$ cat config.mk
export PLATFORM = sky130hd
export DESIGN_NAME = booth_pp_accumulator
export DESIGN_NICKNAME = d
export VERILOG_FILES = /design/src/rtl/booth_pkg.sv /design/src/rtl/booth_row_sel.sv /design/src/rtl/booth_pp_accumulator.sv
export SDC_FILE = /design/constraint.sdc
export NUM_CORES = 1
export LEC_CHECK = 0
export ABC_CLOCK_PERIOD_IN_PS = 7100
export CAP_MARGIN = 0
export CORE_MARGIN = 3
export CORE_UTILIZATION = 59
export CTS_CLUSTER_DIAMETER = 150
export DETAILED_ROUTE_END_ITERATION = 10
export GPL_TIMING_DRIVEN = 0
export PLACE_DENSITY_LB_ADDON = 0.05
export SETUP_SLACK_MARGIN = 0.05
export SLEW_MARGIN = 30
export SYNTH_ARGS = -nofsm -noshare
export SYNTH_HDL_FRONTEND = slang
export SYNTH_HIERARCHICAL = 1
export SYNTH_SLANG_ARGS = --single-unit
export TNS_END_PERCENT = 50
$ cat constraint.sdc
create_clock -name clk -period 7.1 [get_ports clk]
set_input_delay 0.71 -clock clk [delete_from_list [all_inputs] [get_ports clk]]
set_output_delay 0.71 -clock clk [all_outputs]
set_load 0.05 [all_outputs]
$ cat src/rtl/booth_pkg.sv
// Shared constants, FSM state encoding and radix-4 Booth digit decoding for
// the iterative Booth partial-product accumulator.
package booth_pkg;

  localparam int BOOTH_ROWS = 8;
  localparam int ROW_W      = 18;
  localparam int PROD_W     = 32;
  localparam int OP_W       = 16;

  typedef enum logic [1:0] {
    ST_IDLE = 2'd0,
    ST_CALC = 2'd1,
    ST_DONE = 2'd2
  } state_t;

  typedef enum logic [2:0] {
    DIG_ZERO = 3'd0,
    DIG_POS1 = 3'd1,
    DIG_POS2 = 3'd2,
    DIG_NEG1 = 3'd3,
    DIG_NEG2 = 3'd4
  } digit_t;

  // Window is {b[2i+1], b[2i], b[2i-1]}.
  function automatic digit_t booth_digit(input logic [2:0] win);
    digit_t d;
    case (win)
      3'b001, 3'b010: d = DIG_POS1;
      3'b011:         d = DIG_POS2;
      3'b100:         d = DIG_NEG2;
      3'b101, 3'b110: d = DIG_NEG1;
      default:        d = DIG_ZERO;
    endcase
    return d;
  endfunction

endpackage

$ cat src/rtl/booth_row_sel.sv
// Combinational Booth row generator: selects 0/a/2a from the digit window and
// negates as needed, producing an 18-bit two's-complement row.
module booth_row_sel
  import booth_pkg::*;
(
  input  logic [OP_W-1:0]  a_i,
  input  logic [2:0]       win_i,
  output logic [ROW_W-1:0] row_o
);

  digit_t           digit_s;
  logic [ROW_W-1:0] a_ext_s;
  logic [ROW_W-1:0] mag_s;
  logic             neg_s;

  assign digit_s = booth_digit(win_i);
  assign a_ext_s = {{(ROW_W-OP_W){a_i[OP_W-1]}}, a_i};

  // Magnitude select and sign of the row.
  always_comb begin
    mag_s = {ROW_W{1'b0}};
    neg_s = 1'b0;
    case (digit_s)
      DIG_POS1: mag_s = a_ext_s;
      DIG_POS2: mag_s = a_ext_s << 1;
      DIG_NEG1: begin
        mag_s = a_ext_s;
        neg_s = 1'b1;
      end
      DIG_NEG2: begin
        mag_s = a_ext_s << 1;
        neg_s = 1'b1;
      end
      default: begin
        mag_s = {ROW_W{1'b0}};
        neg_s = 1'b0;
      end
    endcase
  end

  assign row_o = neg_s ? (~mag_s + 18'd1) : mag_s;

endmodule

$ cat src/rtl/booth_pp_accumulator.sv
// Iterative signed 16x16 radix-4 Booth back end: one partial-product row per
// cycle is shift-aligned into a 32-bit accumulator; low rows may be skipped.
module booth_pp_accumulator
  import booth_pkg::*;
#(
  parameter int unsigned APPROX_ROWS = 0
) (
  input  logic              clk,
  input  logic              rst_n,
  input  logic              in_valid,
  output logic              in_ready,
  input  logic [OP_W-1:0]   a,
  input  logic [OP_W-1:0]   b,
  output logic              out_valid,
  input  logic              out_ready,
  output logic [PROD_W-1:0] product
);

  localparam logic [2:0] IDX_START = 3'(APPROX_ROWS);
  localparam logic [2:0] IDX_LAST  = 3'(BOOTH_ROWS - 1);

  state_t              state_q;
  logic [OP_W-1:0]     a_q;
  logic [OP_W-1:0]     b_q;
  logic [2:0]          idx_q;
  logic [PROD_W-1:0]   acc_q;
  logic [PROD_W-1:0]   product_q;
  logic                out_valid_q;

  logic [OP_W:0]       b_ext_s;
  logic [2:0]          win_s;
  logic [ROW_W-1:0]    row_s;
  logic [PROD_W-1:0]   row_ext_s;
  logic [PROD_W-1:0]   acc_d;

  // Appending a zero below b supplies b[-1]; skipped rows still feed their
  // top bit into the first active row's window.
  assign b_ext_s   = {b_q, 1'b0};
  assign win_s     = b_ext_s[{1'b0, idx_q, 1'b0} +: 3];
  assign row_ext_s = {{(PROD_W-ROW_W){row_s[ROW_W-1]}}, row_s};
  assign acc_d     = acc_q + (row_ext_s << {idx_q, 1'b0});

  booth_row_sel u_row_sel (
    .a_i   (a_q),
    .win_i (win_s),
    .row_o (row_s)
  );

  assign in_ready  = (state_q == ST_IDLE) | ((state_q == ST_DONE) & out_ready);
  assign out_valid = out_valid_q;
  assign product   = product_q;

  // Control FSM with operand capture, accumulation and the output register.
  always_ff @(posedge clk or negedge rst_n) begin
    if (!rst_n) begin
      state_q     <= ST_IDLE;
      a_q         <= 16'd0;
      b_q         <= 16'd0;
      idx_q       <= 3'd0;
      acc_q       <= 32'd0;
      product_q   <= 32'd0;
      out_valid_q <= 1'b0;
    end else begin
      case (state_q)
        ST_IDLE: begin
          if (in_valid) begin
            a_q     <= a;
            b_q     <= b;
            acc_q   <= 32'd0;
            idx_q   <= IDX_START;
            state_q <= ST_CALC;
          end
        end
        ST_CALC: begin
          acc_q <= acc_d;
          idx_q <= idx_q + 3'd1;
          if (idx_q == IDX_LAST) begin
            product_q   <= acc_d;
            out_valid_q <= 1'b1;
            state_q     <= ST_DONE;
          end
        end
        ST_DONE: begin
          if (out_ready) begin
            out_valid_q <= 1'b0;
            if (in_valid) begin
              a_q     <= a;
              b_q     <= b;
              acc_q   <= 32'd0;
              idx_q   <= IDX_START;
              state_q <= ST_CALC;
            end else begin
              state_q <= ST_IDLE;
            end
          end
        end
        default: begin
          state_q     <= ST_IDLE;
          out_valid_q <= 1'b0;
        end
      endcase
    end
  end

endmodule

==> results.json <==
{
  "async_flop_share_pct": 100,
  "synth-edff-count": 0,
  "grt_pass1_wl_mm": 36.6,
  "vias_per_cell": 6.20,
  "dp_cells": 1231,
  "synth_ff_type": "dfrtp_1",
  "synth_cell_types": 88,
  "cts_tree": "built",
  "synth_area_leaders": "dfrtp_1, nand2_1, o21ai_0",
  "pin_count": 70,
  "hold_violations": 0,
  "io_buffers": 69,
  "htree_levels": 3,
  "root_buffer": "clkbuf_16",
  "startpoint": "idx_q[1]",
  "tightestPinTransition_ns": 0.912,
  "synth_cells": 989,
  "die_w_um": 122,
  "grt_max_degree": 54,
  "numCtsBuffers": 9,
  "slowest_delay_ns": 0.38,
  "status": "finished, final reports clean",
  "nets": 1140,
  "synth-seq-area-share_pct": 32.1,
  "clock_latency_ns": 0.37,
  "multi_input_area_um2": 5030,
  "cts.sinks": 102,
  "ys_warn_count": 6,
  "skew_ns": 0.0168,
  "grt_overflow": 0,
  "first_global_vias": 7260,
  "fp.dieH_um": 122,
  "place_congestion": 0.970,
  "seq_area_um2": 2550,
  "cts_max_path_buffers": 2,
  "antenna_found_initial": 0,
  "startpoint_type": "flop",
  "ant_nets": 0,
  "cp.required_ns": 7.35,
  "finalCritPeriodShare_pct": 95.3,
  "drive_gt1_share_pct": 10.1,
  "drt_iter0_drc": 722,
  "antenna_cells": 0,
  "final_cell_mix": "nand2_1, o21ai_0, dfrtp_1",
  "crit_fanout": 10,
  "wire_per_inst_um": 18.0,
  "vias": 7723,
  "rrSetupSlack_ns": 0.33,
  "r2r-end": "acc_q[31]",
  "cap_violations": 0,
  "fillCellCount": 1098,
  "post-route-drc-count": 0,
  "postPlaceCellArea_um2": 8880,
  "cts_hold_buf": 0,
  "drv_slew": 0,
  "r2r_start": "idx_q[1]",
  "synth_top_area_share_pct": 32.1,
  "end_kind": "flop",
  "std_cell_rows": 41,
  "hold_path_class": "primary input to asynchronous set/reset pin",
  "setup-violations-final": 0,
  "crit_type": "flop to flop",
  "slowest_stage": "a2111oi_1",
  "cts.clk_slew.worst_paths_ns": 0.09,
  "synth_area_leader_cell": "dfrtp_1",
  "wl_mm": 22.4,
  "syn_to_final_growth_pct": 16.9,
  "grt_usage_pct": 30.8,
  "final_common_cell": "nand2_1",
  "syn-mean-instance-area_um2": 8.03,
  "stdcell_area_um2": 9290,
  "initial_utilization_pct": 61.7,
  "synthesis.area_um2": 7940,
  "dr.pass1.iters": 6,
  "synth_nets": 1060,
  "min_period_ns": 6.77,
  "worstPathArrival_ns": 7.02,
  "rr_worst_depth": 31,
  "final_cells": 1246,
  "dieArea_um2": 14900,
  "maxSlewHeadroom_pct": 38.7,
  "core_area_um2": 12900,
  "max_freq_mhz": 148,
  "ys_ff_latch": 102,
  "place_hpwl_mm": 16.6
}
logic make-up (layout without fill, tap and decap cells):
family,after synthesis,count (layout),share of synthesized area [%]
buf+inv,93,178,5.50
xor+xnor,48,48,5.48
compound gates,284,284,23.6
mux,43,43,6.29
flops,102,102,32.1
fa+ha+maj,35,35,5.61
simple gates,384,384,21.4
routing by layer:
metal | vias up | share of wire [%] | track usage [%] | routed length, um
met1 | 3644 | 45 | 43.4 | 10100
met5 | - | 0 | 1.74 | 0
met4 | 0 | 2.5 | 8.68 | 563
met3 | 58 | 8.4 | 6.45 | 1880
met2 | 327 | 44 | 48.1 | 9930
li1 | 3694 | - | - | -
worst max path at each step:
stage,end,depth (start not counted)
2_1_floorplan,acc_q[31],31
3_3_place_gp,acc_q[31],30
3_5_place_dp,acc_q[31],30
4_1_cts,acc_q[31],29
5_1_grt,acc_q[31],31
6_report,acc_q[31],31
area by class of cell:
| cell class | instances | area share [%] |
|---|---|---|
| clock inverters | 7 | 0.956 |
| multi-input cells | 794 | 54.2 |
| well taps | 172 | 2.32 |
| plain buffers | 74 | 4.12 |
| clock buffers | 9 | 2.42 |
| flip-flops and latches | 102 | 27.5 |
| inverters | 17 | 0.687 |
| repair buffers | 71 | 7.83 |
worst max-delay path: cells and delay by family, from the launching register on:
kind | cells | cell delay (ns)
multiplexers | 4 | 0.85
AO/OA/AOI/OAI | 12 | 2.72
adder cells (fa/ha/maj) | 2 | 0.57
XOR/XNOR | 1 | 0.19
flip-flops | 1 | 0.36
AND/OR/NAND/NOR | 4 | 0.47
buffers and inverters | 8 | 1.49
synth_stat cells (all sizes together) (3+ instances only):
master	count
nand2	211
o21ai	120
dfrtp	102
a21oi	55
nor2	55
clkbuf	48
nand3	40
ha	34
buf	28
mux2i	24
xor2	24
xnor2	23
nor3	17
inv	16
mux2	15
o211ai	15
a221oi	11
nand4	11
nor2b	11
o21a	10
and2	9
a31oi	8
a21o	7
and3	7
nand2b	7
o221ai	6
o22ai	6
a211oi	5
nand3b	5
a311oi	4
a32oi	4
mux4	4
nor3b	3
o21bai	3
o311ai	3
o31ai	3
state kept, by name (all words and copies together) (netlist names):
register	cells
idx_q	3
product	32
acc_q	32
state_q	2
out_valid	1
b_q	16
a_q	16
stage by stage:
stage	utilization [%]	hold slack [ns]	worst slack, ns	setup TNS (ns)
after global routing	72.1	0.320	-0.0185	-0.0185
after global placement	68.7	0.453	-0.196	-0.766
after CTS	71.5	0.294	0.0697	0
final	72.1	0.274	0.334	0
after floorplan	-	0.414	0.843	0
after detailed placement	68.9	0.462	-0.329	-2.28
repair_timing:
item / CTS / global route
resized for setup: 6 / 33
setup buffers: 0 / 1
pin swaps: 0 / 3
endpoints found under the setup margin: 30 / 32
gates cloned: 0 / 0
Power is left out: the tool's default activity adds up to more than one toggle a clock period on the data nets, which glitch-free logic cannot reach.
